==> src/rtl/led_serial_rx_pkg.sv <==
// led_serial_rx_pkg: shared FSM encoding, default frame width and bit-count sizing
package led_serial_rx_pkg;

    typedef enum logic [1:0] {IDLE, RECV, LATCH} state_t;

    localparam int LED_WIDTH = 16;

    function automatic int cnt_width(input int width);
        return $clog2(width + 2);
    endfunction

endpackage

==> src/rtl/led_serial_rx_sync_edge.sv <==
// led_serial_rx_sync_edge: multi-flop synchroniser with history flop for rising-edge detect
module led_serial_rx_sync_edge #(
    parameter int SYNC_STAGES = 2
) (
    input  logic clk,
    input  logic rst,
    input  logic d,
    output logic q,
    output logic rise
);

    logic [SYNC_STAGES-1:0] s;
    logic                   h;

    // synchroniser chain followed by one history flop
    always_ff @(posedge clk or posedge rst) begin
        if (rst) begin
            s <= '0;
            h <= 1'b0;
        end else begin
            s <= {s[SYNC_STAGES-2:0], d};
            h <= s[SYNC_STAGES-1];
        end
    end

    assign q    = s[SYNC_STAGES-1];
    assign rise = q & ~h;

endmodule

==> src/rtl/led_serial_rx.sv <==
// led_serial_rx: oversampling receiver for the serial LED shift/latch link
module led_serial_rx
    import led_serial_rx_pkg::*;
#(
    parameter int WIDTH       = LED_WIDTH,
    parameter int SYNC_STAGES = 2
) (
    input  logic                          clk,
    input  logic                          rst,
    input  logic                          EN,
    input  logic                          led_clk,
    input  logic                          led_sout,
    input  logic                          LED_PEN,
    input  logic                          led_clrn,
    output logic [WIDTH-1:0]              par_out,
    output logic                          frame_valid,
    output logic                          frame_err,
    output logic [cnt_width(WIDTH)-1:0]   bit_cnt
);

    localparam int CW = cnt_width(WIDTH);

    state_t           state, next;
    logic [WIDTH-1:0] shift;
    logic             clk_rise, pen_s, pen_rise, sout_s, clrn_s;
    logic             clk_lvl_unused, sout_rise_unused, clrn_rise_unused;
    logic             clk_ev, pen_ev, shift_en, latch_ok, frame_ok, frame_bad;

    led_serial_rx_sync_edge #(.SYNC_STAGES(SYNC_STAGES)) u_clk (
        .clk(clk), .rst(rst), .d(led_clk), .q(clk_lvl_unused), .rise(clk_rise)
    );
    led_serial_rx_sync_edge #(.SYNC_STAGES(SYNC_STAGES)) u_sout (
        .clk(clk), .rst(rst), .d(led_sout), .q(sout_s), .rise(sout_rise_unused)
    );
    led_serial_rx_sync_edge #(.SYNC_STAGES(SYNC_STAGES)) u_pen (
        .clk(clk), .rst(rst), .d(LED_PEN), .q(pen_s), .rise(pen_rise)
    );
    led_serial_rx_sync_edge #(.SYNC_STAGES(SYNC_STAGES)) u_clrn (
        .clk(clk), .rst(rst), .d(led_clrn), .q(clrn_s), .rise(clrn_rise_unused)
    );

    // a led_clk rise is dropped while the latch strobe is high, which also covers a coincident strobe rise
    assign clk_ev = EN & clk_rise & ~pen_s;
    assign pen_ev = EN & pen_rise;

    // state register
    always_ff @(posedge clk or posedge rst) begin
        if (rst)
            state <= IDLE;
        else
            state <= next;
    end

    // next state: clear beats strobe beats shift clock
    always_comb begin
        next = !clrn_s ? IDLE :
               state == LATCH ? IDLE :
               pen_ev ? LATCH :
               (state == IDLE && clk_ev) ? RECV : state;
    end

    // datapath controls decoded from state and conditioned edges
    always_comb begin
        latch_ok  = state == LATCH && clrn_s;
        frame_ok  = latch_ok && bit_cnt == CW'(WIDTH);
        frame_bad = latch_ok && bit_cnt != CW'(WIDTH);
        shift_en  = clrn_s && clk_ev && state != LATCH;
    end

    // shift register, bit counter, parallel word and frame pulses
    always_ff @(posedge clk or posedge rst) begin
        if (rst) begin
            shift       <= '0;
            bit_cnt     <= '0;
            par_out     <= '0;
            frame_valid <= 1'b0;
            frame_err   <= 1'b0;
        end else begin
            frame_valid <= frame_ok;
            frame_err   <= frame_bad;
            if (frame_ok)
                par_out <= shift;
            if (!clrn_s) begin
                shift   <= '0;
                bit_cnt <= '0;
            end else if (state == LATCH) begin
                bit_cnt <= '0;
            end else if (shift_en) begin
                shift   <= {shift[WIDTH-2:0], sout_s};
                bit_cnt <= bit_cnt == CW'(WIDTH + 1) ? bit_cnt : bit_cnt + 1'b1;
            end
        end
    end

endmodule

==> config.mk <==
export PLATFORM = sky130hd
export DESIGN_NAME = led_serial_rx
export DESIGN_NICKNAME = d
export VERILOG_FILES = /design/src/rtl/led_serial_rx_pkg.sv /design/src/rtl/led_serial_rx_sync_edge.sv /design/src/rtl/led_serial_rx.sv
export SDC_FILE = /design/constraint.sdc
export NUM_CORES = 1
export LEC_CHECK = 0
export BUFFER_PORTS_ARGS = -buffer_cell sky130_fd_sc_hd__buf_2
export CAP_MARGIN = 20
export CORE_MARGIN = 4
export CORE_UTILIZATION = 40
export CTS_CLUSTER_DIAMETER = 80
export DETAILED_ROUTE_END_ITERATION = 8
export SLEW_MARGIN = 20
export SYNTH_ARGS = -nofsm -noshare
export SYNTH_HDL_FRONTEND = slang
export SYNTH_SLANG_ARGS = --single-unit
export TNS_END_PERCENT = 20
==> constraint.sdc <==
create_clock -name clk -period 5.4 [get_ports clk]
set_clock_uncertainty 0.2 [all_clocks]
set_input_delay 0.27 -clock clk [delete_from_list [all_inputs] [get_ports clk]]
set_output_delay 0.27 -clock clk [all_outputs]
set_load 0.03 [all_outputs]
# Word level (Yosys, flattened, before mapping)
# Index checks and enable logic that the tools add are counted.
# word_totals
reg_bits	51
in_bits	7
output_inout_bits	23
word_cells	51
# op_classes
n_addsub	1
eq_ne	10
muxes	11
bitwise	8
reduce_logical	9
# ops
cell	count
16-bit 2-to-1 mux	3
5-bit 2-to-1 mux	4
5-bit == test, second input constant	2
2-bit 2-to-1 mux	4
1-bit logical AND	6
2-bit != test, second input constant	3
3-bit != test, second input constant	2
5-bit by 1-bit adder with 5-bit output, second input constant	1
1-bit bitwise AND	5
5-bit != test, second input constant	1
4-bit != test, second input constant	1
2-bit AND reduction	2
1-bit inverter	3
2-bit == test, second input constant	1
2-bit logical NOT	1

# Logic depth before layout (Yosys ltp)
# Gate-level depths: netlist of run 1.
# depth
ltp_word	9
depth_mapped	6
depth_no_buf	5

# By module
# Synthesis of run 1 repeated with hierarchy kept, for this count alone.
# unflattened
hier_cells	141
hier_area_um2	2082.0
# by_module_without_submodules
module	instances	cells_per_inst	area_each_um2	seq_area_each_um2
led_serial_rx	1	121	1711.6	1026.0
led_serial_rx_sync_edge	4	5	92.6	75.1

# Least setup slack after synthesis of run 1
# OpenSTA, ideal clock, no wires.
# synth_timing
path_type	flip-flop to flip-flop
from	register bit_cnt[0]
to	register par_out[0]
setup_time_ns	0.125
arrival_time_ns	1.712
t_required_ns	5.075
path_slack_ns	3.364
path_stages_with_launch	7
n_path_buf	1
period_less_slack_ns	2.036
path_cell_list	dfrtp_1 > inv_1 > ha_1 > and4bb_2 > nand4b_4 > buf_6 > mux2_2
# synth_between
elab_chain_cells	2
# synth_lines
item	line_no	text
from (decl)	led_serial_rx.sv:18	output logic [cnt_width(WIDTH)-1:0] bit_cnt
from (signal assigned)	led_serial_rx.sv:90	bit_cnt <= bit_cnt == CW'(WIDTH + 1) ? bit_cnt : bit_cnt + 1'b1;
5-bit == test	led_serial_rx.sv:65	frame_ok = latch_ok && bit_cnt == CW'(WIDTH);
1-bit logical AND	led_serial_rx.sv:65	
to (signal assigned)	led_serial_rx.sv:82	par_out <= shift;
to (decl)	led_serial_rx.sv:15	output logic [WIDTH-1:0] par_out,
# Every way passes these cells.
# A chain may end at the register's enable or synchronous reset.

# Worst setup path after layout of run 1
# layout_timing
from	register u_pen.s[1]
to	register shift[0]
# layout_between
elab_chain_cells	6
# layout_lines
item	line_no	text
from (decl)	led_serial_rx_sync_edge.sv:12	logic [SYNC_STAGES-1:0] s;
from (signal assigned)	led_serial_rx_sync_edge.sv:21	s <= {s[SYNC_STAGES-2:0], d};
1-bit inverter	led_serial_rx.sv:43	assign clk_ev = EN & clk_rise & ~pen_s;
1-bit bitwise AND	led_serial_rx.sv:43	
1-bit logical AND (2 in series)	led_serial_rx.sv:67	shift_en = clrn_s && clk_ev && state != LATCH;
2-bit != test (no line)	-	
2-bit AND reduction (no line)	-	
to (signal assigned)	led_serial_rx.sv:89	shift <= {shift[WIDTH-2:0], sout_s};
to (decl)	led_serial_rx.sv:24	logic [WIDTH-1:0] shift;
# Every way passes these cells.

==> results of run 1 <==
-- sequential cells by signal (all words and copies together) (netlist names) --
register,count
u_pen.s,2
u_clk.s,2
u_clk.h,1
state,2
shift,16
frame_err,1
par_out,16
u_clrn.s,2
frame_valid,1
u_sout.s,2
bit_cnt,5
u_pen.h,1
-- per-layer routing --
metal	global-route usage, %	vias up	part of all wire [%]
li1	-	571	-
met2	17.7	17	51
met5	0	-	0
met4	3.61	0	0.60
met1	15.3	597	45
met3	2.95	2	3.0
-- worst min-delay path, cell delays in order --
cell and delay (ns):
buf_2 0.09, and3b_1 0.18, nor3_1 0.05
-- power groups by stage --
stage               Clock (uW)  Combinational (uW)  Sequential (uW)
floorplan                    0                17.2              397
global placement             0                20.4              399
detailed placement           0                21.2              400
CTS                        242                23.4              392
global route               255                26.7              393
finish                     230                23.1              392
-- layout by cell type (no fill, tap or decap), types with 2 or more instances in the layout --
cell type / netlist / layout
buf_2: 3 / 29
clkbuf_8: 0 / 7
dfrtp_1: 51 / 51
dlygate4sd3_1: 0 / 5
ha_1: 3 / 3
inv_1: 6 / 5
mux2_2: 16 / 16
mux2i_1: 20 / 20
nand2_1: 19 / 19
nand3_1: 6 / 6
nand4_1: 2 / 2
nor2_1: 3 / 3
o2111ai_1: 2 / 2
-- per-stage QoR --
stage	setup slack [ns]	hold WS, ns
floorplan	3.36	0.101
global placement	3.10	0.134
detailed placement	3.00	0.136
CTS	2.97	0.0636
global route	2.75	0.149
finish	2.99	0.142
-- path summary, 6_finish.rpt --
check                      startpoint         end  slack [ns]
setup reg to reg           u_pen.s[1]    shift[0]        2.99
setup / recovery           u_pen.s[1]    shift[0]        2.99
hold / removal                     EN    state[0]        0.14
min in group asynchronous         rst  bit_cnt[0]        0.45
hold reg to reg            u_pen.s[0]  u_pen.s[1]        0.15
max in group asynchronous         rst    shift[8]        4.03
-- area by class of cell --
type / count / area [um^2] / share of cell area, %
Clock buffer: 7 / 96.3 / 4.10
Clock inverter: 1 / 7.51 / 0.319
Inverter: 6 / 23.8 / 1.01
Multi-Input combinational cell: 83 / 669 / 28.5
Sequential cell: 51 / 1280 / 54.3
Tap cell: 67 / 83.8 / 3.56
Timing Repair Buffer: 34 / 195 / 8.30
-- cell families after synthesis --
| group | Yosys count |
|---|---|
| AND/OR/NAND/NOR | 39 |
| buffers and inverters | 13 |
| AO/OA/AOI/OAI | 5 |
| adder cells (fa/ha/maj) | 3 |
| flip-flops | 51 |
| multiplexers | 36 |
==> run metrics, run 1 <==
Port Buf Inserts 29; Final setup viols 0; max-slew violations 0; syn_nets approximately 160; Clock Power Share a little over a third; Final Instance Count excl. Fillers approximately 250; I/O Pins 30; sw power 134 uW; top-count cell post-synth dfrtp_1; postcts setup bufs 0; RSZ-0062 raised after global routing no; Mapped Area 2010 um^2; Core Util, Final 49.2%; crit-path leading delay family simple AND/OR/NAND/NOR gates; Hold Crit Depth 3; Mapped Cells 147; slew margin rel. 31.1%; largest family of logic cells by synthesized area multiplexers; fillcell total 431; post-synthesis xor/xnor area fraction 0%; DRC 0; fin area ~2400 um^2; antenna violations before repair 0; Leak about 0.0013 uW; mux contribution to synthesized area between 10% and 20%; WP depth 3; IR drop worst, VDD 0.197 mV; GR Overflow Total 0; Simple-Gate Fraction of Synth Area a little over a tenth; Crit Path Class reg -> reg; combinational power share between 3 and 4%; routed vias approximately 1200; share of cells above drive strength 1 roughly 31%; Final #Nets 191; first-pass GRT wire length around 5.6 mm; synth unique cells 25; core box area 4790 um^2; Via density 4.77; status finished clean; Die Wd approximately 79 um; Slowest-stage cell, CP nor4bb_1; remaining antenna violation count after routing 0; largest cells by area after synthesis dfrtp_1 64%, mux2i_1 10%, mux2_2 9.0%; root buffer cell clkbuf_8; commonest cells in the netlist 51 x dfrtp_1, 20 x mux2i_1, 19 x nand2_1; Antenna Cells 0; Die Area 6210 um^2; Final Hold Viols 0; Max-Cap Viols 0; GR Util All Layers a little under an eighth; WP buf/inv 0; Setup Total Neg Slack 0 ns; die span in y a little under 80 um; area leader, netlist dfrtp_1; largest net degree at the start of global routing 52; number of CTS-inserted buffers 5; Post-Synth Adder-Cell Area under 10%; slew of the pin with the lowest slew margin about 1.0 ns; Placed Instances ~240; Min-Delay Path Class in -> reg; Design Power roughly 650 uW; startpoint types flip-flop; DR iter-0 viols between 40 and 50; Routed WL per cell ~13 um; min cycle time layout between 2 and 2.5 ns; slowest cell delay on critical path ~0.87 ns; vias in the first global route 1203; post-synth top area share between 60 and 70%; fmax slightly above 400 MHz; Synth Register Bits between 50 and 60; CTS Sinks 51; CTS H-Tree Depth 2; Pwr Density about 270 nW/um^2; worst-path cell chain nor4bb_1 > nand2_2 > mux2i_1; Clock Latency Late Sink around 0.29 ns; Pre-Repair DR Iteration Count 2; drt total wl between 3 and 4 mm; Seq/Total Area, Yosys 63.6%; EDFF count, synth 0; hold buffers post-CTS 4; Setup crit end kind flip-flop; critical path peak fanout 16; Primary FF master, synth dfrtp_1; post_cts resized 0; Sequential Power Share a little over 60%; Worst-path clk slew roughly 0.09 ns; Synthesis Warnings 0; crit share post-route 44.6%; dpl cell area roughly 2200 um^2; Worst R2R Path Depth 3; hpwl dp approximately 2.1 mm; clk buf depth 2; Mapped Avg Cell Area 13.6 um^2; CP required around 5.4 ns; P_int about 510 uW; CTS tree done; row count 25; GP Congestion 0.765; Synth Area in Compound Gates 1.93%; sw frac roughly a fifth; asr flop ratio synth 100%; crit path DAT 2.41 ns; P&R area growth vs syn 17.3%; initial cell density of the core 41.9%
Power figures use the tool's default switching activity.
==> run 2, diff against run 1 <==
==> constraint.sdc (replaced) <==
create_clock -name clk -period 2.2 [get_ports clk]
set_clock_uncertainty 0.2 [all_clocks]
set_input_delay 0.11 -clock clk [delete_from_list [all_inputs] [get_ports clk]]
set_output_delay 0.11 -clock clk [all_outputs]
set_load 0.03 [all_outputs]
==> run 2 against run 1 <==
Total power up 150%. Non-clock buffer count rose by 5. Sequential share of layout area down 0.88 points. Wire length rose by 6.9%. Sequential power is 140% higher. Count of clock-buffer cells in the layout did not move. Combinational power rose to 3.0 times the previous value. Via count rose by 2.5%. Maximum frequency is 22% higher. Highest routed layer unchanged.
==> run metrics, run 2 (synthesis gave the netlist of run 1 again) <==
Port Buf Inserts 29 (unchanged); row count 25 (unchanged); Die Wd 78.8 um (unchanged); I/O Pins 30 (unchanged); startpoint types flip-flop (unchanged); vias in the first global route 1262 (was 1203); number of CTS-inserted buffers 5 (unchanged); post_cts resized 0 (unchanged); share of cells above drive strength 1 32.6% (was 31.3%); P&R area growth vs syn 19.2% (was 17.3%); biggest regs par_out x16, shift x16, bit_cnt x5 (unchanged); Final Instance Count excl. Fillers 254 (was 249); Antenna Cells 0 (unchanged); DR iter-0 viols 46 (unchanged); postcts setup bufs 0 (unchanged); slew margin rel. 48.6% (was 31.1%); Final Hold Viols 0 (unchanged); crit path DAT 1.95 ns (was 2.41 ns); root buffer cell clkbuf_8 (unchanged); core box area 4790 um^2 (unchanged); first-pass GRT wire length 5.93 mm (was 5.61 mm); RSZ-0062 raised after global routing no (unchanged); die span in y 78.8 um (unchanged); Leak 0.00132 uW (was 0.00130 uW); CP required 2.18 ns (was 5.40 ns); Setup crit end kind flip-flop (unchanged); Clock Latency Late Sink 0.30 ns (was 0.29 ns); max-slew violations 0 (unchanged); slew of the pin with the lowest slew margin 0.771 ns (was 1.02 ns); Worst-path clk slew 0.08 ns (was 0.09 ns); flop2flop setup slack 0.23 ns (was 2.99 ns); remaining antenna violation count after routing 0 (unchanged); clk buf depth 2 (unchanged); status finished clean (unchanged); commonest non-fill, non-tap cells in the layout 51 x dfrtp_1, 29 x buf_2, 20 x mux2i_1 (unchanged); Min-Delay Path Class reg -> reg (was in -> reg); Setup Total Neg Slack 0 ns (unchanged); Die Area 6210 um^2 (unchanged); drt total wl 3.36 mm (was 3.15 mm); GP Congestion 0.842 (was 0.765); Via density 4.79 (was 4.77); fillcell total 436 (was 431); fmax 507 MHz (was 415 MHz); IR drop worst, VDD 0.441 mV (was 0.197 mV); Routed WL per cell 13.2 um (was 12.6 um); Placed Instances 240 (was 236); min cycle time layout 1.97 ns (was 2.41 ns); largest net degree at the start of global routing 41 (was 52); Pre-Repair DR Iteration Count 4 (was 2); hold buffers post-CTS 6 (was 4); GR Overflow Total 0 (unchanged); CTS tree done (unchanged); DRC 0 (unchanged); hpwl dp 2.37 mm (was 2.13 mm); Final #Nets 196 (was 191); Pwr Density 668 nW/um^2 (was 274 nW/um^2); CTS Sinks 51 (unchanged); commonest non-fill, non-tap cell in the layout dfrtp_1 (unchanged); Crit Path Class reg -> reg (unchanged); Max-Cap Viols 0 (unchanged); CTS H-Tree Depth 2 (unchanged); antenna violations before repair 0 (unchanged); Final setup viols 0 (unchanged); routed vias 1217 (was 1187); crit share post-route 89.7% (was 44.6%); critical path peak fanout 17 (was 16); initial cell density of the core 41.9% (unchanged); GR Util All Layers 12.2% (was 11.3%)
==> run 2: critical path: stages (launching register included) <==
cell and delay [ns]:
dfrtp_1 0.44, inv_1 0.10, ha_1 0.14, and4bb_2 0.28, nand4b_4 0.32, mux2_2 0.39
==> run 2: worst paths after layout <==
check / startpoint / to / cells past startpoint
setup / recovery: bit_cnt[0] / par_out[8] / 5
setup reg to reg: bit_cnt[0] / par_out[8] / 5
max in group asynchronous: rst / shift[8] / 4
hold / removal: u_clrn.s[0] / u_clrn.s[1] / 0
hold reg to reg: u_clrn.s[0] / u_clrn.s[1] / 0
min in group asynchronous: rst / u_sout.s[1] / 3
==> run 2: stage by stage <==
| stage | total power, uW | hold WS (ns) | worst slack, ns | utilization [%] | cell area, um^2 |
|---|---|---|---|---|---|
| finish | 1600 | 0.155 | 0.226 | 50.0 | 2390 |
| global route | 1670 | 0.173 | 0.129 | 50.0 | 2390 |
| CTS | 1620 | 0.157 | 0.203 | 50.0 | 2390 |
| detailed placement | 1040 | 0.0193 | 0.228 | 46.5 | 2230 |
| global placement | 1040 | 0.0182 | 0.296 | 46.5 | 2230 |
| floorplan | 1020 | -0.0586 | 0.164 | - | 2010 |
==> run 2: layer usage <==
layer	vias to the layer above	wire length, um	part of all wire (%)	global-route usage [%]
met5	-	0	0	0
met1	615	1420	42	13.9
met2	20	1760	52	21.3
met3	4	144	4.3	3.74
li1	578	-	-	-
met4	0	42	1.2	4.64
==> run 2: cell type report <==
type	count	area (um^2)	area share, %
Clock inverter	1	7.51	0.314
Inverter	6	22.5	0.942
Multi-Input combinational cell	83	669	28.0
Tap cell	67	83.8	3.51
Timing Repair Buffer	39	235	9.84
Clock buffer	7	96.3	4.03
Sequential cell	51	1280	53.4
==> run 2: where the power goes <==
group          total, uW  switching [uW]  internal, uW
clock                573             287           286
combinational       69.9            43.7          26.2
sequential           955            6.25           949
total               1600             337          1260
